<file path="config.mk">
export PLATFORM = sky130hd
export DESIGN_NAME = fetch_sequencer
export DESIGN_NICKNAME = d
export VERILOG_FILES = /design/src/rtl/fetch_sequencer.sv
export SDC_FILE = /design/constraint.sdc
export NUM_CORES = 1
export LEC_CHECK = 0
export ABC_AREA = 1
export CORE_ASPECT_RATIO = 0.9
export CORE_UTILIZATION = 43
export CTS_CLUSTER_DIAMETER = 150
export DETAILED_ROUTE_END_ITERATION = 7
export PLACE_DENSITY = 0.89
export SYNTH_ARGS = -nofsm -noshare
export SYNTH_HDL_FRONTEND = slang
export SYNTH_SLANG_ARGS = --single-unit
</file>
<file path="constraint.sdc">
create_clock -name clk -period 1.7 [get_ports clk]
set_clock_uncertainty 0.1 [all_clocks]
set_input_delay 0.51 -clock clk [delete_from_list [all_inputs] [get_ports clk]]
set_output_delay 0.51 -clock clk [all_outputs]
set_load 0.03 [all_outputs]
</file>
<file path="src/rtl/fetch_sequencer.sv">
// fetch_sequencer: PC owner and req/ack instruction fetch front end that
// decodes each word into opcode/operand and issues it to the control unit.
module fetch_sequencer #(
  parameter int DATA_W = 16,
  parameter int ADDR_W = 11,
  parameter int OPC_W = 5,
  parameter logic [ADDR_W-1:0] RESET_PC = '0,
  parameter logic [OPC_W-1:0] HALT_OPC = 5'b10111
) (
  input  logic              clk,
  input  logic              rst_n,
  output logic              imem_req,
  output logic [ADDR_W-1:0] imem_addr,
  input  logic [DATA_W-1:0] imem_rdata,
  input  logic              imem_ack,
  output logic [OPC_W-1:0]  opcode,
  output logic [ADDR_W-1:0] operand,
  output logic              instr_valid,
  input  logic              jump_en,
  input  logic              stall,
  output logic [ADDR_W-1:0] pc,
  output logic              halted
);
  typedef enum logic [1:0] {FETCH, ISSUE, EXEC, HALT} state_t;
  state_t state_q, state_d;
  logic [ADDR_W-1:0] pc_q, pc_d, operand_q, operand_d;
  logic [OPC_W-1:0] opcode_q, opcode_d;
  logic req_q, req_d;
  // opcode/operand registers form the instruction register, loaded on the ack edge
  always_comb begin
    state_d = state_q;
    pc_d = pc_q;
    opcode_d = opcode_q;
    operand_d = operand_q;
    req_d = req_q;
    case (state_q)
      FETCH: begin
        req_d = 1'b1;
        if (req_q && imem_ack) begin
          req_d = 1'b0;
          opcode_d = imem_rdata[DATA_W-1 -: OPC_W];
          operand_d = imem_rdata[ADDR_W-1:0];
          state_d = ISSUE;
        end
      end
      ISSUE: state_d = (opcode_q == HALT_OPC) ? HALT : EXEC;
      EXEC: begin
        if (!stall) begin
          pc_d = jump_en ? operand_q : pc_q + ADDR_W'(1);
          req_d = 1'b1;
          state_d = FETCH;
        end
      end
      default: ;
    endcase
  end
  always_ff @(posedge clk or negedge rst_n) begin
    if (!rst_n) begin
      state_q <= FETCH;
      pc_q <= RESET_PC;
      opcode_q <= '0;
      operand_q <= '0;
      req_q <= 1'b0;
    end else begin
      state_q <= state_d;
      pc_q <= pc_d;
      opcode_q <= opcode_d;
      operand_q <= operand_d;
      req_q <= req_d;
    end
  end
  assign imem_req = req_q;
  assign imem_addr = pc_q;
  assign pc = pc_q;
  assign opcode = opcode_q;
  assign operand = operand_q;
  assign instr_valid = (state_q == ISSUE) && (opcode_q != HALT_OPC);
  assign halted = (state_q == HALT);
endmodule

</file>
==> results list <==
* Source-to-sink clock delay at the later pin of the worst-skew pair: 0.29 ns
* Total setup violations reported at the end of the flow: 1
- Non-filler cells, final: around 330
- Fill cells in the final layout number 288.
- Storage cell area: 750.7 um^2
- Worst Setup Slack post-DPL: -0.1992 ns
- The checks that failed: negative setup slack.
- Setup crit end kind: output port
- The via count of the first global-routing pass is 1416.
- Walking the worst path, the cells encountered are inv_1, nor3_2, buf_4.
- Family of cells with the greatest summed delay on the critical path: flip-flops
- For this design the ratio of total power to cell area is 2043 mW/mm^2.
* Sinks on Clock Net: 30
* Number of warnings printed during yosys synthesis: 0
* Start-to-end type of the worst setup path: register to output port
- Counting tap cells, the placed design contains a total of around 320 instances.
* ANT nets after route: 0
- Period minus WS final: approximately 1.8 ns
* Critical path peak fanout: 5
* Area of the multi-input gates: 635.6 um^2
- The worst hold path belongs to the class register to register.
- Port-buffer cells: 61
- On the critical path, the stage with the largest delay is an instance of sky130_fd_sc_hd__dfrtp_1.
* Area of the mapped netlist: about 0.0016 mm^2
- Die Width: 65.73 um
- Number of design rule violations left after detail routing: 0
* Die Footprint: between 0.003 and 0.004 mm^2
- Bufs and invs on worst path: 2
- Growth of design area from synthesis to finish: 49.04%
* Relative max-transition margin: 0.7757
- Of the synthesized area, sequential elements account for 0.4777.
* Number of buffers added by the clock tree synthesis step: 5
* Die Y-Extent: 59.35 um
- Core region area: 0.003428 mm^2
* Largest net degree at the start of global routing: 31
- Final Wtd Congestion: 0.8988
- Flops & latches, synth: 30
- Iter 0 DRT Violations: 93
* Biggest cell delay along the critical path: 0.44 ns
* Clock slew seen by the registers of the worst setup and hold paths: 0.06 ns
- In this run the static leakage power is between 1 and 1.5 nW.
- Of the available clock period, the critical path in the final layout requires 1.044.
* Highest clock rate: between 500 and 600 MHz
- Library cells used by synthesis: 20
- Detailed Place HPWL: around 2900 um
* DR vias: 1576
* Min setup slack post-route: -0.07521 ns
- Global-route wire length before repair: 6382 um
* Result of the run: complete, but fails checks
* Vias per Instance: 4.790
- In the global route stage, overall resource usage came out at 0.2242.
- Summing all placed instances gives a cell area of 0.002225 mm^2.
- A synthesized cell averages 7.555 um^2.
* Total grt overflow: 0
- Wires add up to slightly below 4000 um.
- Synthesis produced roughly 210 cells.
- The net count of the finished layout is 306.
- Count of standard-cell rows: 20
* Total number of H-tree levels: 2
* Number of max-slew violations in the final report: 0
* Fin. Hold Viols: 0
- Peak VDD IR: just over 0.001 V
- Actual slew at the worst max-slew pin: 0.3353 ns
* CP arrival: 1.17 ns
* Cell at the root of the clock tree: sky130_fd_sc_hd__clkbuf_8
- # Max-Cap Violations: 0
- Critical path required time: 1.09 ns
- Share of the core filled with cells in the final layout: 0.6832
* Post-Layout Inst Area: roughly 0.0023 mm^2
* Starting density of the core: 0.4584
- Of the cells placed in the final design, the portion with a size suffix greater than 1 is 0.2246.
- TritonCTS built the clock tree.
- Routed WL per cell: 12.00 um
- Count of pins on the block boundary: 62
- The initial antenna violation count is 0.
- 0 antenna diodes ended up in the layout.
* Unrepaired setup endpoints after global routing: true
* Hold buffer count at cts: 0
- Maximum buffer depth of the clock tree: 2
* Syn Nets: 230
* Crit start category: register
- Number of iterations in the first detailed-routing pass: 4
-- tightest hold or removal path, cell delays in order, from the launching register on --
cell and delay (ns):
sky130_fd_sc_hd__dfrtp_1 0.36, sky130_fd_sc_hd__nand2_1 0.06, sky130_fd_sc_hd__nand2_1 0.06
-- synthesized netlist by cell type --
cell | number | area share
sky130_fd_sc_hd__nand4_1 | 2 | 0.0080
sky130_fd_sc_hd__ha_1 | 1 | 0.0080
sky130_fd_sc_hd__buf_4 | 11 | 0.053
sky130_fd_sc_hd__inv_1 | 18 | 0.043
sky130_fd_sc_hd__nor3_1 | 1 | 0.0032
sky130_fd_sc_hd__dfrtp_1 | 30 | 0.48
sky130_fd_sc_hd__nand3_1 | 11 | 0.035
sky130_fd_sc_hd__nor3_4 | 1 | 0.010
sky130_fd_sc_hd__o22ai_1 | 2 | 0.0080
sky130_fd_sc_hd__a21oi_1 | 4 | 0.013
sky130_fd_sc_hd__a22oi_1 | 1 | 0.0048
sky130_fd_sc_hd__inv_2 | 2 | 0.0048
sky130_fd_sc_hd__nand3_2 | 1 | 0.0064
sky130_fd_sc_hd__nor2_1 | 18 | 0.043
sky130_fd_sc_hd__o21ai_0 | 9 | 0.029
sky130_fd_sc_hd__buf_2 | 3 | 0.0096
sky130_fd_sc_hd__o31ai_2 | 1 | 0.0080
sky130_fd_sc_hd__buf_6 | 2 | 0.014
sky130_fd_sc_hd__o21bai_1 | 3 | 0.014
sky130_fd_sc_hd__nand2_1 | 87 | 0.21
-- where the power goes --
group	internal [mW]	leakage [nW]	total (mW)	switching (mW)
combinational	1.05	0.828	2.78	1.73
clock	0.324	0.0472	0.595	0.270
sequential	1.05	0.366	1.41	0.357
total	2.43	1.24	4.78	2.36
-- layout make-up --
class / instances / share of cell area
Sequential cell: 30 / 0.3205
Timing Repair Buffer: 85 / 0.3120
Multi-Input combinational cell: 142 / 0.2714
Clock buffer: 6 / 0.03526
Inverter: 20 / 0.03205
Tap cell: 44 / 0.02350
Clock inverter: 2 / 0.005342
-- what timing repair did --
item,4_1_cts,5_1_grt
gates resized for setup,20,6
setup buffers,4,0
setup endpoints to repair,18,11
hold endpoints to repair,0,0
pin swaps,2,2
-- routing by layer --
layer  part of all wire  vias up  GRT usage
met4              0.014        0    0.06522
met1               0.44      709     0.2903
met3              0.076        6    0.06731
met5                  0        -          0
met2               0.47       68     0.3630
li1                   -      793          -
-- final timing paths --
path	start	to	slack (ns)	cells after the start
setup / recovery	state_q[0]	instr_valid	-0.08	3
hold / removal	opcode[1]	opcode[1]	0.41	2
setup reg to reg	imem_addr[0]	imem_addr[10]	0.17	8
hold reg to reg	opcode[1]	opcode[1]	0.41	2
max in group asynchronous	rst_n	opcode[0]	0.84	2
min in group asynchronous	rst_n	operand[8]	0.49	2
-- sequential cells by signal, summed over array words and instances, names as in the netlist --
| signal | flops |
|---|---|
| imem_addr | 11 |
| operand | 11 |
| opcode | 5 |
| state_q | 2 |
| imem_req | 1 |
-- through the flow --
step	hold WS (ns)	total power, mW	setup TNS [ns]
6_report	0.4118	4.785	-0.07521
5_1_grt	0.4328	5.101	-0.2106
4_1_cts	0.4133	4.792	-0.08711
3_5_place_dp	0.3988	4.284	-1.261
3_3_place_gp	0.3927	4.206	-0.8993
2_1_floorplan	0.1144	3.193	0
-- cell usage in the layout (no fill, tap or decap) --
| cell type | Yosys | routed |
|---|---|---|
| sky130_fd_sc_hd__buf_4 | 11 | 47 |
| sky130_fd_sc_hd__nor3_4 | 1 | 1 |
| sky130_fd_sc_hd__buf_12 | 0 | 1 |
| sky130_fd_sc_hd__dlygate4sd2_1 | 0 | 10 |
| sky130_fd_sc_hd__clkdlybuf4s50_1 | 0 | 20 |
| sky130_fd_sc_hd__nand2_1 | 87 | 87 |
| sky130_fd_sc_hd__ha_1 | 1 | 1 |
| sky130_fd_sc_hd__inv_2 | 2 | 2 |
| sky130_fd_sc_hd__clkinvlp_4 | 0 | 1 |
| sky130_fd_sc_hd__nor2_1 | 18 | 16 |
| sky130_fd_sc_hd__nand3_2 | 1 | 1 |
| sky130_fd_sc_hd__o22ai_1 | 2 | 2 |
| sky130_fd_sc_hd__a21oi_1 | 4 | 4 |
| sky130_fd_sc_hd__o31ai_2 | 1 | 1 |
| sky130_fd_sc_hd__o21bai_1 | 3 | 3 |
| sky130_fd_sc_hd__clkinv_2 | 0 | 1 |
| sky130_fd_sc_hd__o21ai_0 | 9 | 9 |
| sky130_fd_sc_hd__inv_1 | 18 | 18 |
| sky130_fd_sc_hd__clkdlybuf4s15_1 | 0 | 7 |
| sky130_fd_sc_hd__nand4_1 | 2 | 2 |
| sky130_fd_sc_hd__nand3_1 | 11 | 11 |
| sky130_fd_sc_hd__nor3_2 | 0 | 1 |
| sky130_fd_sc_hd__a22oi_1 | 1 | 1 |
| sky130_fd_sc_hd__clkbuf_8 | 0 | 6 |
| sky130_fd_sc_hd__dfrtp_1 | 30 | 30 |
| sky130_fd_sc_hd__nor2_2 | 0 | 2 |
-- cell families (layout without fill, tap and decap cells) --
group,after synthesis,after routing,synth area share
compound gates,20,20,0.07643
simple gates,121,121,0.3137
buf+inv,36,113,0.1242
fa+ha+maj,1,1,0.007961
flops,30,30,0.4777
Note: power is estimated with default switching activity, not from simulation.
